File: src/rtl/key_filter_pkg.sv
// Shared key-subsystem definitions: debounce state encoding and default timing.
// Also intended for the multi-key scanner.
package key_filter_pkg;

  typedef enum logic [1:0] {
    KS_IDLE    = 2'd0,
    KS_FILT_DN = 2'd1,
    KS_DOWN    = 2'd2,
    KS_FILT_UP = 2'd3
  } key_fsm_e;

  localparam int unsigned DEFAULT_DEBOUNCE_CYCLES = 32'd1_000_000;
  localparam int unsigned DEFAULT_CNT_W           = 32'd24;

  // Debounced level seen by consumers: pressed while held or while a release is unconfirmed.
  function automatic logic is_pressed(input key_fsm_e s);
    return (s == KS_DOWN) || (s == KS_FILT_UP);
  endfunction

endpackage

File: src/rtl/key_filter_sync.sv
// Two-flop synchronizer plus history flop for one raw key line.
// Exposes the synchronized level and its falling/rising edge strobes.
module key_filter_sync #(
  parameter logic RST_VAL = 1'b1
) (
  input  logic i_clk,
  input  logic i_rst,
  input  logic i_key,
  output logic o_level,
  output logic o_nedge,
  output logic o_pedge
);

  logic r_s1;
  logic r_s2;
  logic r_s3;

  // Synchronizer and history chain
  always_ff @(posedge i_clk or posedge i_rst) begin
    if (i_rst) begin
      r_s1 <= RST_VAL;
      r_s2 <= RST_VAL;
      r_s3 <= RST_VAL;
    end else begin
      r_s1 <= i_key;
      r_s2 <= r_s1;
      r_s3 <= r_s2;
    end
  end

  assign o_level = r_s2;
  assign o_nedge = r_s3 & ~r_s2;
  assign o_pedge = ~r_s3 & r_s2;

endmodule

File: src/rtl/key_filter.sv
// Push-button debouncer: four-state confirm FSM with a stable-time counter,
// producing registered one-cycle press/release pulses and the debounced level.
module key_filter
  import key_filter_pkg::*;
#(
  parameter int unsigned DEBOUNCE_CYCLES = DEFAULT_DEBOUNCE_CYCLES,
  parameter int unsigned CNT_W           = DEFAULT_CNT_W
) (
  input  logic Clk,
  input  logic Rst,
  input  logic key_in,
  output logic key_press,
  output logic key_release,
  output logic key_state
);

  localparam logic [CNT_W-1:0] TERM_CNT = CNT_W'(DEBOUNCE_CYCLES - 32'd1);

  key_fsm_e         r_state;
  key_fsm_e         w_next;
  logic [CNT_W-1:0] r_cnt;
  logic [CNT_W-1:0] w_cnt_next;
  logic             w_press_next;
  logic             w_release_next;
  logic             w_level;
  logic             w_nedge;
  logic             w_pedge;
  logic [1:0]       r_fill;
  logic             r_armed;
  logic             w_nedge_armed;

  key_filter_sync #(.RST_VAL(1'b1)) u_sync (
    .i_clk   (Clk),
    .i_rst   (Rst),
    .i_key   (key_in),
    .o_level (w_level),
    .o_nedge (w_nedge),
    .o_pedge (w_pedge)
  );

  // A press is only accepted once the synchronized line has been seen released
  // after reset, so a key held through reset is not reported.
  assign w_nedge_armed = w_nedge & r_armed;

  // Next-state, counter and pulse decode; edges outrank the terminal count
  always_comb begin
    w_next         = r_state;
    w_cnt_next     = {CNT_W{1'b0}};
    w_press_next   = 1'b0;
    w_release_next = 1'b0;
    case (r_state)
      KS_IDLE: begin
        if (w_nedge_armed) begin
          w_next = KS_FILT_DN;
        end else begin
          w_next = KS_IDLE;
        end
      end
      KS_FILT_DN: begin
        if (w_pedge) begin
          w_next = KS_IDLE;
        end else if (r_cnt == TERM_CNT) begin
          w_next       = KS_DOWN;
          w_press_next = 1'b1;
        end else begin
          w_cnt_next = r_cnt + CNT_W'(1);
        end
      end
      KS_DOWN: begin
        if (w_pedge) begin
          w_next = KS_FILT_UP;
        end else begin
          w_next = KS_DOWN;
        end
      end
      KS_FILT_UP: begin
        if (w_nedge) begin
          w_next = KS_DOWN;
        end else if (r_cnt == TERM_CNT) begin
          w_next         = KS_IDLE;
          w_release_next = 1'b1;
        end else begin
          w_cnt_next = r_cnt + CNT_W'(1);
        end
      end
      default: begin
        w_next = KS_IDLE;
      end
    endcase
  end

  // State, counter, arming and registered outputs
  always_ff @(posedge Clk or posedge Rst) begin
    if (Rst) begin
      r_state     <= KS_IDLE;
      r_cnt       <= {CNT_W{1'b0}};
      r_fill      <= 2'b00;
      r_armed     <= 1'b0;
      key_press   <= 1'b0;
      key_release <= 1'b0;
      key_state   <= 1'b0;
    end else begin
      r_state     <= w_next;
      r_cnt       <= w_cnt_next;
      r_fill      <= {r_fill[0], 1'b1};
      r_armed     <= r_armed | (r_fill[1] & w_level);
      key_press   <= w_press_next;
      key_release <= w_release_next;
      key_state   <= is_pressed(w_next);
    end
  end

endmodule

File: config.mk
export PLATFORM = sky130hd
export DESIGN_NAME = key_filter
export DESIGN_NICKNAME = d
export VERILOG_FILES = /design/src/rtl/key_filter_pkg.sv /design/src/rtl/key_filter_sync.sv /design/src/rtl/key_filter.sv
export SDC_FILE = /design/constraint.sdc
export NUM_CORES = 1
export LEC_CHECK = 0
export CAP_MARGIN = 20
export CORE_UTILIZATION = 57
export CTS_CLUSTER_DIAMETER = 30
export DETAILED_ROUTE_END_ITERATION = 8
export HOLD_SLACK_MARGIN = 0.12
export PLACE_DENSITY = 0.79
export SETUP_SLACK_MARGIN = 0.1
export SYNTH_ARGS = -nofsm -noshare
export SYNTH_HDL_FRONTEND = slang
export SYNTH_SLANG_ARGS = --single-unit
File: constraint.sdc
create_clock -name Clk -period 5.6 [get_ports Clk]
set_clock_uncertainty 0.05 [all_clocks]
set_input_delay 1.4 -clock Clk [delete_from_list [all_inputs] [get_ports Clk]]
set_output_delay 1.4 -clock Clk [all_outputs]
set_load 0.02 [all_outputs]
# Yosys cells after proc, flatten, opt, wreduce, memory -nomap -nowiden
# Index checks and enable logic that the tools add are counted.
# totals
regBits	35
inputBits	3
out_inout_bits	3
elab_cells	42
# op_classes
n_addsub	1
eq_ne	6
mux	16
n_bitwise	7
n_reduce_logical	2
# ops
op	n
2-to-1 mux 24 bit	3
case mux 24 bit (2 select lines)	1
adder 24 x 1 -> 24 bit (second input constant)	1
== test 24 x 20 -> 1 bit (second input constant)	1
== test 2 bit (second input constant)	4
2-to-1 mux 2 bit	4
case mux 2 bit (4 select lines)	1
2-to-1 mux 1 bit	7
AND 1 bit	4
== test 2 x 1 -> 1 bit (second input constant)	1
logical NOT 2 bit	1
NOT 1 bit	2
logical OR 1 bit	1
bitwise OR 1 bit	1

# Depth between registers and ports, before layout
# Gate-level depths: netlist of run 1.
# depth
depth_word	7
mapped_depth	6
ltp_nobuf	5

# Modules after synthesis
# A second synthesis of run 1 with hierarchy kept.
# unflattened
cells_unflattened	160
area_unflattened_um2	1617.8
# by_module_without_submodules
module	instances	cells_each	area_each_um2	seq_area_each_um2
key_filter	1	154	1520.2	800.8
key_filter_sync	1	6	97.6	78.8

# Least setup slack after synthesis of run 1
# OpenSTA, ideal clock, no wires.
# synth_timing
kind	reg-to-reg
from	reg r_cnt[7]
to	reg key_state
setup_time_ps	136
arrival_ps	1852
t_required_ps	5414
path_slack_ps	3562
path_stages_with_launch	6
path_buffers	1
synth_period_minus_slack_ps	2038
cell_sequence	dfrtp_1 clkbuf_1 or4b_1 nor4_2 a31oi_1 or3b_2
# synth_between
elab_chain_cells	6
elab_cells_between_ends	9
classes_between	eq/ne (3); mux (5); reduce/logical (1)
# synth_rtl
item	line_no	rtl
from (decl)	key_filter.sv:21	logic [CNT_W-1:0] r_cnt;
from (signal assigned)	key_filter.sv:96	r_cnt <= {CNT_W{1'b0}};
from (signal assigned)	key_filter.sv:104	r_cnt <= w_cnt_next;
== test 24 x 20 -> 1 bit (*)	key_filter.sv:62, key_filter.sv:79	
2-to-1 mux 2 bit, on equally long branches	key_filter.sv:79, key_filter.sv:62	
2-to-1 mux 2 bit, on equally long branches	key_filter.sv:77, key_filter.sv:60	
case mux 2 bit (4 select lines) (*)	key_filter.sv:51	case (r_state)
== test 2 bit	key_filter_pkg.sv:17	return (s == KS_DOWN) || (s == KS_FILT_UP);
logical OR 1 bit (*)	key_filter_pkg.sv:17	
to (signal assigned)	key_filter.sv:109	key_state <= is_pressed(w_next);
to (decl)	key_filter.sv:14	output logic key_state
# Every way passes the cells marked *; elsewhere a longest branch is shown, timed or not.

# Worst setup path in the final report of run 1
# layout_timing
from	reg key_release
to	out key_release
# layout_rtl
item	line_no	rtl
from (decl)	key_filter.sv:13	output logic key_release,
from (signal assigned)	key_filter.sv:108	key_release <= w_release_next;
# No word-level cell between the ends.

==> impl_results.md, run 1 <==
* Fin crit share at 0.490
* Pwr dens at 236 nW/um2
* Number of max-slew violations in the final report at 0
* Delay-heaviest family, CP: buffers and inverters
* Antenna-violating nets left at 0
* Syn. warnings at 0
* WP data arrival at 1290 ps
* Commonest non-fill, non-tap cell in the layout: dfrtp_1
* Clk slew on worst S/H paths at 110 ps
* Most frequent cells in the layout: 32 x dfrtp_1, 23 x nor2_1, 12 x xnor2_1
* CTS Buf Count at 5
* P_leak at 0.703 nW
* Worst vdd ir at 255 uV
* Sequential power share at 0.619
* Register area share after synthesis at 0.528
* Num ports at 6
* Number of global-route vias before repair at 1204
* Outcome: completed
* Placer congestion estimate at 0.811
* Post-cts sizing count at 0
* Sw Share at 0.259
* CP max stage delay at 600 ps
* Switch Pwr at 0.110 mW
* Area growth, synth to finish at 8.19%
* DRT Pass-1 Iters at 4
* Root Buffer: clkbuf_4
* Vias at 1241
* Die Width at 56.1 um
* RSZ-0062 raised after global routing: false
* Final instance area at 1800 um2
* Crit path cell chain: clkdlybuf4s50_1
* Max Root-Sink Buffers at 2
* Pre-CTS WS at 3240 ps
* Post-layout utilization of the core at 0.653
* Post-CTS Setup Inserts at 0
* Non-Filler Instances at 206
* Clk pwr share at 0.331
* Dpl cells at 198
* Initial antenna violation count at 0
* Total grt overflow at 0
* Worst path slowest cell: clkdlybuf4s50_1
* Die ar. at 3140 um2
* Seq cells post-synth at 35
* Mapped Nets at 170
* Clock latency on the worst-skew pair at 350 ps
* Fillcell total at 228
* Buffers & Inverters on Critical Path at 1
* DRT iter0 DRCs at 65
* Kind of path behind the tightest hold check: flop to flop
* Syn Inst Count at 166
* First-pass GRT wire length at 5380 um
* Area after DPL at 1740 um2
* Routed length per instance at 14.6 um
* Register area at 880 um2
* Initial Util at 0.604
* CP Max Fanout at 1
* Setup Viol. Count Final at 0
* Setup TNS Final at 0 ps
* Global Route Usage Sum at 0.225
* Fraction of layout cells with a size suffix above 1 at 0.103
* # hold bufs at CTS at 0
* Pint at 0.315 mW
* Die height at 56.1 um
* Cell Area, Synth at 1670 um2
* Core Rows at 19
* Largest net degree at the start of global routing at 36
* Multi-input gate area at 737 um2
* H-Tree Depth at 2
* Hold Slack at 313 ps
* Critical path capture point type: output port
* Avg Inst Size Synth at 10.0 um2
* Max Cap Viol at 0
* N_diodes at 0
* Worst setup path class: flop to output port
* Drc violations at 0
* Post-layout nets at 178
* Worst path required time at 4150 ps
* CTS Sinks at 35
* Post-synth cell types at 40
* Final Hold Fails at 0
* I/O Buffers at 5
* Final WL at 3020 um
* Vias per cell at 6.02
* Total power at 0.425 mW
* Final worst slack at 2860 ps
* DP HPWL at 2040 um
* Core box area at 2760 um2
* Startpoint class of the critical path: flop
* Fmax at 364 MHz
* CTS tree: built
* Min Tclk post-route at 2740 ps
* Combinational Power Share at 0.049
## flip-flops by register name (all words and copies together), names as in the netlist
register,cells
r_fill,2
r_state,2
r_cnt,24
u_sync.o_level,1
key_release,1
u_sync.r_s3,1
key_press,1
r_armed,1
key_state,1
u_sync.r_s1,1
## power by group through the flow
stage | combinational [mW] | sequential, mW | clock, mW
6_report | 0.0210 | 0.263 | 0.141
3_3_place_gp | 0.0205 | 0.268 | 0
3_5_place_dp | 0.0213 | 0.268 | 0
4_1_cts | 0.0213 | 0.263 | 0.146
5_1_grt | 0.0243 | 0.264 | 0.159
2_1_floorplan | 0.0164 | 0.267 | 0
## cells by family (layout without fill, tap and decap cells)
group	Yosys count	after routing	synth area share
and+or+nand+nor	77	77	0.266
DFF	35	35	0.528
xor gates and xnor gates	14	14	0.0736
adders and majority gates	1	1	0.00751
other	1	1	0.00225
AOI/OAI and AO/OA	26	26	0.0932
buffers and inverters	12	21	0.0293
## synth_stat cells
cell type  count  area share
conb_1         1      0.0023
and4_1         2       0.011
and3_1         1      0.0038
nand3_1        7       0.021
a21o_1         1      0.0045
o31ai_1        1      0.0045
buf_2          3      0.0090
or3b_2         2       0.011
nor3_1         2      0.0060
clkbuf_1       2      0.0045
o211a_1        1      0.0060
nor4_2         1      0.0075
inv_1          7       0.016
nand4_1        6       0.023
nand4b_1       1      0.0053
nand4_2        1      0.0075
nand3_4        1       0.011
or4b_1         1      0.0060
xnor2_1       12       0.063
or4_1          4       0.018
xor2_1         2       0.011
nor3b_1        1      0.0045
dfstp_2        3       0.047
o22a_1         1      0.0053
a31o_2         1      0.0053
nand2_1        7       0.016
nor2b_1        2      0.0075
or3_1          7       0.026
nand3b_1       1      0.0045
a31oi_1        1      0.0038
nor4_1         5       0.019
and2_1         1      0.0038
nor2_1        23       0.052
a21oi_1        9       0.027
ha_1           1      0.0075
o211ai_1       1      0.0045
nand2b_1       1      0.0038
o21ai_0        9       0.027
dfrtp_1       32        0.48
o2111ai_1      1      0.0053
## final cells by class
class / instances / area share
Clock inverter: 3 / 0.0139
Sequential cell: 35 / 0.488
Timing Repair Buffer: 6 / 0.0319
Tap cell: 31 / 0.0215
Inverter: 7 / 0.0146
Multi-Input combinational cell: 119 / 0.409
Clock buffer: 5 / 0.0208
## final timing paths
check                                            to                  start  slack [ps]  cells past startpoint
min in group asynchronous       r_fill[1]$_DFF_PP0_                    Rst        1370                      3
hold / removal             u_sync.o_level$_DFF_PP1_  u_sync.r_s1$_DFF_PP1_         310                      0
hold reg to reg            u_sync.o_level$_DFF_PP1_  u_sync.r_s1$_DFF_PP1_         310                      0
setup reg to reg                r_cnt[15]$_DFF_PP0_     r_cnt[0]$_DFF_PP0_        3360                      5
max in group asynchronous     u_sync.r_s3$_DFF_PP1_                    Rst        3790                      3
setup / recovery                        key_release  key_release$_DFF_PP0_        2860                      1
## metal layers
metal	GRT usage	vias up	part of all wire
li1	-	608	-
met4	0.0906	0	0.018
met1	0.282	601	0.45
met3	0.0767	7	0.040
met5	0	-	0
met2	0.357	25	0.49
Note: power is estimated with default switching activity, not from simulation.
==> inputs of run 2 (changes only) <==
==> constraint.sdc (replaced) <==
create_clock -name Clk -period 2.9 [get_ports Clk]
set_clock_uncertainty 0.05 [all_clocks]
set_input_delay 0.725 -clock Clk [delete_from_list [all_inputs] [get_ports Clk]]
set_output_delay 0.725 -clock Clk [all_outputs]
set_load 0.02 [all_outputs]
==> impl_results.md, run 2 (synthesized netlist as in run 1, its figures left out) <==
* Outcome: completed (unchanged)
* DRT iter0 DRCs at 67 (was 65)
* DP HPWL at 2110 um (was 2040 um)
* Final WL at 3080 um (was 3020 um)
* Initial antenna violation count at 0 (unchanged)
* Most frequent cells in the layout: 32 x dfrtp_1, 23 x nor2_1, 12 x xnor2_1 (unchanged)
* Largest net degree at the start of global routing at 36 (unchanged)
* Top flop regs: r_cnt (24), r_fill (2), r_state (2) (unchanged)
* Fin crit share at 0.754
* Clk pwr share at 0.442 (was 0.331)
* Die Width at 56.1 um (unchanged)
* Post-cts sizing count at 0 (unchanged)
* Clock latency on the worst-skew pair at 340 ps (was 350 ps)
* Pint at 0.779 mW (was 0.315 mW)
* Worst path required time at 3060 ps (was 4150 ps)
* CP Max Fanout at 24 (was 1)
* Core box area at 2760 um2 (unchanged)
* M2 GR Usage at 0.345 (was 0.357)
* N_diodes at 0 (unchanged)
* Area after DPL at 1740 um2 (unchanged)
* First-pass GRT wire length at 5360 um (was 5380 um)
* Num ports at 6 (unchanged)
* Final instance area at 1840 um2 (was 1800 um2)
* CTS Buf Count at 5 (unchanged)
* H-Tree Depth at 2 (unchanged)
* Reg with most FFs: r_cnt (unchanged)
* CTS Sinks at 35 (unchanged)
* Antenna-violating nets left at 0 (unchanged)
* Die height at 56.1 um (unchanged)
* Worst setup path class: flop to flop (was flop to output port)
* RSZ-0062 raised after global routing: false (unchanged)
* Total grt overflow at 0 (unchanged)
* Die ar. at 3140 um2 (unchanged)
* Flip-flop count of the largest register, all copies and words added at 24 (unchanged)
* Area growth, synth to finish at 10.7% (was 8.19%)
* Core Rows at 19 (unchanged)
* Commonest non-fill, non-tap cell in the layout: dfrtp_1 (unchanged)
* Root Buffer: clkbuf_4 (unchanged)
* Sw Share at 0.208 (was 0.259)
* Placer congestion estimate at 0.867 (was 0.811)
* WP data arrival at 2340 ps (was 1290 ps)
* Total power at 0.984 mW (was 0.425 mW)
* Kind of path behind the tightest hold check: flop to flop (unchanged)
* Setup TNS Final at 0 ps (unchanged)
* # hold bufs at CTS at 0 (unchanged)
* Min Tclk post-route at 2190 ps
* Fraction of layout cells with a size suffix above 1 at 0.103 (unchanged)
* Critical path capture point type: flop (was output port)
* Initial Util at 0.604 (unchanged)
* Busiest grt layer: met2 (unchanged)
* Worst vdd ir at 654 uV (was 255 uV)
* I/O Buffers at 5 (unchanged)
* Clk slew on worst S/H paths at 110 ps (about the same)
* Post-CTS Setup Inserts at 0 (unchanged)
* Pre-CTS WS at 719 ps (was 3240 ps)
* Met1 track demand over resource at 0.281 (was 0.282)
* Final worst slack at 714 ps (was 2860 ps)
* P_leak at 0.723 nW (was 0.703 nW)
* Sequential power share at 0.517 (was 0.619)
* Pwr dens at 533 nW/um2 (was 236 nW/um2)
* Max Cap Viol at 0 (unchanged)
* DRT Pass-1 Iters at 4 (unchanged)
* Combinational Power Share at 0.041 (was 0.049)
* Startpoint class of the critical path: flop (unchanged)
* CTS tree: built (unchanged)
* Global Route Usage Sum at 0.225 (about the same)
* Drc violations at 0 (unchanged)
* Final Hold Fails at 0 (unchanged)
* Number of max-slew violations in the final report at 0 (unchanged)
* Vias at 1234 (was 1241)
* Fillcell total at 223 (was 228)
* Number of global-route vias before repair at 1204 (unchanged)
* Vias per cell at 5.99 (was 6.02)
* Setup Viol. Count Final at 0 (unchanged)
* Max Root-Sink Buffers at 2 (unchanged)
* Routed length per instance at 15.0 um (was 14.6 um)
* Fmax at 457 MHz
* Switch Pwr at 0.205 mW (was 0.110 mW)
* Post-layout nets at 178 (unchanged)
* Met3 GRT Util at 0.0814 (was 0.0767)
==> run 2: cell count changes in the layout (fill, tap and decap cells not counted) <==
cell       before  now
bufinv_16       0    2
clkinv_4        2    0
==> run 2: final cells by class <==
| cell class | instances | area (um2) | share of cell area |
|---|---|---|---|
| flip-flops and latches | 35 | 880 | 0.477 |
| repair buffers | 6 | 57.6 | 0.0312 |
| well taps | 31 | 38.8 | 0.0210 |
| multi-input cells | 119 | 737 | 0.400 |
| clock inverters | 3 | 67.6 | 0.0366 |
| clock buffers | 5 | 37.5 | 0.0204 |
| inverters | 7 | 26.3 | 0.0142 |
==> run 2: power groups by stage <==
stage | Sequential (mW) | Clock, mW | Combinational (mW)
6_report | 0.509 | 0.435 | 0.0405
4_1_cts | 0.509 | 0.447 | 0.0413
2_1_floorplan | 0.515 | 0 | 0.0317
3_3_place_gp | 0.517 | 0 | 0.0392
3_5_place_dp | 0.518 | 0 | 0.0413
5_1_grt | 0.510 | 0.471 | 0.0473
==> run 2: stage by stage <==
stage,utilization,cells,hold WS (ps)
floorplan,-,166,281
global placement,0.631,198,282
detailed placement,0.631,198,290
CTS,0.669,206,315
global route,0.669,206,320
finish,0.669,206,312
==> run 2: worst paths after layout <==
kind / slack [ps] / cells past startpoint / start / to
max: 710 / 5 / r_cnt[0]$_DFF_PP0_ / r_cnt[21]$_DFF_PP0_
min: 310 / 0 / r_fill[0]$_DFF_PP0_ / r_fill[1]$_DFF_PP0_
max reg2reg: 710 / 5 / r_cnt[0]$_DFF_PP0_ / r_cnt[21]$_DFF_PP0_
min reg2reg: 310 / 0 / r_fill[0]$_DFF_PP0_ / r_fill[1]$_DFF_PP0_
max in group asynchronous: 1770 / 3 / Rst / u_sync.r_s3$_DFF_PP1_
min in group asynchronous: 710 / 3 / Rst / r_cnt[10]$_DFF_PP0_
==> run 2: worst max-delay path, cell delays in order, from the launching register on <==
cell	delay [ps]
dfrtp_1	440
ha_1	290
nand2_1	180
nor4_2	450
a31o_2	540
a21oi_1	100
==> run 2: routing by layer <==
| layer | part of all wire | wire length [um] |
|---|---|---|
| met1 | 0.46 | 1410 |
| met2 | 0.48 | 1490 |
| met3 | 0.034 | 106 |
| met4 | 0.022 | 68 |
| met5 | 0 | 0 |
==> inputs of run 3 (changes only) <==
--- a/config.mk
+++ b/config.mk
@@ -6,11 +6,11 @@
 export NUM_CORES = 1
 export LEC_CHECK = 0
 export CAP_MARGIN = 20
-export CORE_UTILIZATION = 57
+export CORE_UTILIZATION = 53
 export CTS_CLUSTER_DIAMETER = 30
 export DETAILED_ROUTE_END_ITERATION = 8
 export HOLD_SLACK_MARGIN = 0.12
-export PLACE_DENSITY = 0.79
+export PLACE_DENSITY = 0.77
 export SETUP_SLACK_MARGIN = 0.1
 export SYNTH_ARGS = -nofsm -noshare
 export SYNTH_HDL_FRONTEND = slang
==> constraint.sdc (replaced) <==
create_clock -name Clk -period 1.81 [get_ports Clk]
set_clock_uncertainty 0.05 [all_clocks]
set_input_delay 0.4525 -clock Clk [delete_from_list [all_inputs] [get_ports Clk]]
set_output_delay 0.4525 -clock Clk [all_outputs]
set_load 0.02 [all_outputs]
==> impl_results.md, run 3 (synthesized netlist as in run 1, its figures left out) <==
* First-pass GRT wire length at 5920 um (was 5360 um)
* Initial antenna violation count at 0 (unchanged)
* I/O Buffers at 5 (unchanged)
* Worst Max-Slew Pin Slew at 534 ps
* Worst r2r dst: r_cnt[22]$_DFF_PP0_ (was r_cnt[21]$_DFF_PP0_)
* RSZ-0062 raised after global routing: true (was false)
* Top sig layer: met4 (unchanged)
* Hold path depth at 0 (unchanged)
* Global Route Usage Sum at 0.239 (was 0.225)
* Fraction of layout cells with a size suffix above 1 at 0.315 (was 0.103)
* Drc violations at 0 (unchanged)
* Fin crit share at 1.04 (was 0.754)
* DP HPWL at 2380 um (was 2110 um)
* Startpoint class of the critical path: flop (unchanged)
* Largest net degree at the start of global routing at 36 (unchanged)
* WHS Endpoint: u_sync.o_level$_DFF_PP1_ (was r_fill[1]$_DFF_PP0_)
* Final worst slack at -72.4 ps (was 714 ps)
* Reg with most FFs: r_cnt (unchanged)
* Vias at 1385 (was 1234)
* Area growth, synth to finish at 30.1% (was 10.7%)
* WL met2 at 1850 um (was 1490 um)
* Die ar. at 3370 um2 (was 3140 um2)
* FF-to-FF Start: r_cnt[10]$_DFF_PP0_ (was r_cnt[0]$_DFF_PP0_)
* Kind of path behind the tightest hold check: flop to flop (unchanged)
* Die height at 58.1 um (was 56.1 um)
* Pwr dens at 622 nW/um2 (was 533 nW/um2)
* Routed wl met3 at 129 um (was 106 um)
* Top flop regs: r_cnt (24), r_fill (2), r_state (2) (unchanged)
* Multi-input gate area at 837 um2 (was 737 um2)
* Worst setup path class: flop to flop (unchanged)
* Setup slack, reg-to-reg at -70 ps (was 710 ps)
* Clk slew on worst S/H paths at 120 ps (was 110 ps)
* Setup TNS Final at -1100 ps (was 0 ps)
* Hold path start: u_sync.r_s1$_DFF_PP1_ (was r_fill[0]$_DFF_PP0_)
* Final Hold Fails at 0 (unchanged)
* Placer congestion estimate at 0.886 (was 0.867)
* Register area at 882 um2 (was 880 um2)
* Most frequent cells in the layout: 30 x dfrtp_1, 24 x buf_4, 18 x nor2_1 (was 32 x dfrtp_1, 23 x nor2_1, 12 x xnor2_1)
* Max Root-Sink Buffers at 2 (unchanged)
* Fmax at 531 MHz (was 457 MHz)
* Outcome: finished with violations (was completed)
* Die Width at 58.1 um (was 56.1 um)
* Failing checks: setup timing
* Slew margin rel. at 0.641
* Number of max-slew violations in the final report at 0 (unchanged)
* Num ports at 6 (unchanged)
* Reg2reg path depth at 5 (unchanged)
* Core Rows at 19 (unchanged)
* CTS Sinks at 35 (unchanged)
* Initial Util at 0.579 (was 0.604)
* Commonest non-fill, non-tap cell in the layout: dfrtp_1 (unchanged)
* CTS Buf Count at 5 (unchanged)
* Root Buffer: clkbuf_4 (unchanged)
* Max Cap Viol at 0 (unchanged)
* Number of global-route vias before repair at 1324 (was 1204)
* WP data arrival at 2110 ps (was 2340 ps)
* Worst vdd ir at 648 uV (was 654 uV)
* Fillcell total at 194 (was 223)
* Worst path required time at 2030 ps (was 3060 ps)
* H-Tree Depth at 2 (unchanged)
* P_leak at 0.884 nW (was 0.723 nW)
* Flip-flop count of the largest register, all copies and words added at 24 (unchanged)
* Setup Viol. Count Final at 26 (was 0)
* Pre-CTS WS at -114 ps (was 719 ps)
* Post-layout nets at 206 (was 178)
* Vias per cell at 5.65 (was 5.99)
* Antenna-violating nets left at 0 (unchanged)
* N_diodes at 0 (unchanged)
* DRT Pass-1 Iters at 4 (unchanged)
* Total power at 1.35 mW (was 0.984 mW)
* CTS tree: built (unchanged)
* Clock latency on the worst-skew pair at 350 ps (was 340 ps)
* Min Tclk post-route at 1880 ps (was 2190 ps)
* Core box area at 2880 um2 (was 2760 um2)
* M1 wire length at 1680 um (was 1410 um)
* Post-layout utilization of the core at 0.753 (was 0.669)
* Routed length per instance at 15.3 um (was 15.0 um)
* DRT iter0 DRCs at 69 (was 67)
* CP Max Fanout at 8 (was 24)
* Critical path capture point type: flop (unchanged)
* Final WL at 3750 um (was 3080 um)
* Total grt overflow at 0 (unchanged)
run 3: metrics by stage:
stage | cell area [um2] | hold slack (ps) | std cells
final | 2170 | 313 | 245
after global routing | 2170 | 319 | 245
after CTS | 2130 | 315 | 243
after detailed placement | 2000 | 300 | 231
after global placement | 2000 | 284 | 231
after floorplan | 1750 | 281 | 166
run 3: where the power goes:
part	total, mW	switching (mW)	internal [mW]
clock	0.417	0.267	0.150
combinational	0.115	0.0635	0.0515
sequential	0.816	0.0170	0.798
total	1.35	0.348	1.00
run 3: how the worst max path moves through the flow:
stage,from,endpoint,slack (ps)
after global routing,r_cnt[10]$_DFF_PP0_,r_cnt[22]$_DFF_PP0_,-170
after detailed placement,r_cnt[10]$_DFF_PP0_,r_state[1]$_DFF_PP0_,-110
after CTS,r_cnt[10]$_DFF_PP0_,r_cnt[22]$_DFF_PP0_,-60
after global placement,r_cnt[10]$_DFF_PP0_,r_state[1]$_DFF_PP0_,-80
after floorplan,r_cnt[7]$_DFF_PP0_,key_state$_DFF_PP0_,-120
final,r_cnt[10]$_DFF_PP0_,r_cnt[22]$_DFF_PP0_,-70
run 3: critical path, cell delays in order, from the launching register on:
cell and delay, ps:
dfrtp_1 370, buf_4 110, nand4_1 150, or4_4 600, or3_4 390, a21oi_2 130
run 3: layout make-up:
| type | instances | share of cell area |
|---|---|---|
| inverter | 7 | 0.0121 |
| clock inverter | 2 | 0.00578 |
| multi-input combinational | 119 | 0.386 |
| timing repair buffer | 34 | 0.145 |
| sequential | 35 | 0.407 |
| tap | 42 | 0.0243 |
| clock buffer | 6 | 0.0191 |
run 3: timing repair:
action | in CTS | in global routing
hold buffers | 0 | 0
setup endpoints to repair | 31 | 29
gates cloned | 0 | 2
buffers inserted | 4 | 0
resized for setup | 17 | 0
pin swaps | 6 | 0
run 3: per-layer routing:
| layer | track usage | vias to the layer above |
|---|---|---|
| met5 | 0 | - |
| met4 | 0.109 | 0 |
| met3 | 0.0714 | 9 |
| met2 | 0.371 | 26 |
| met1 | 0.308 | 682 |
| li1 | - | 668 |
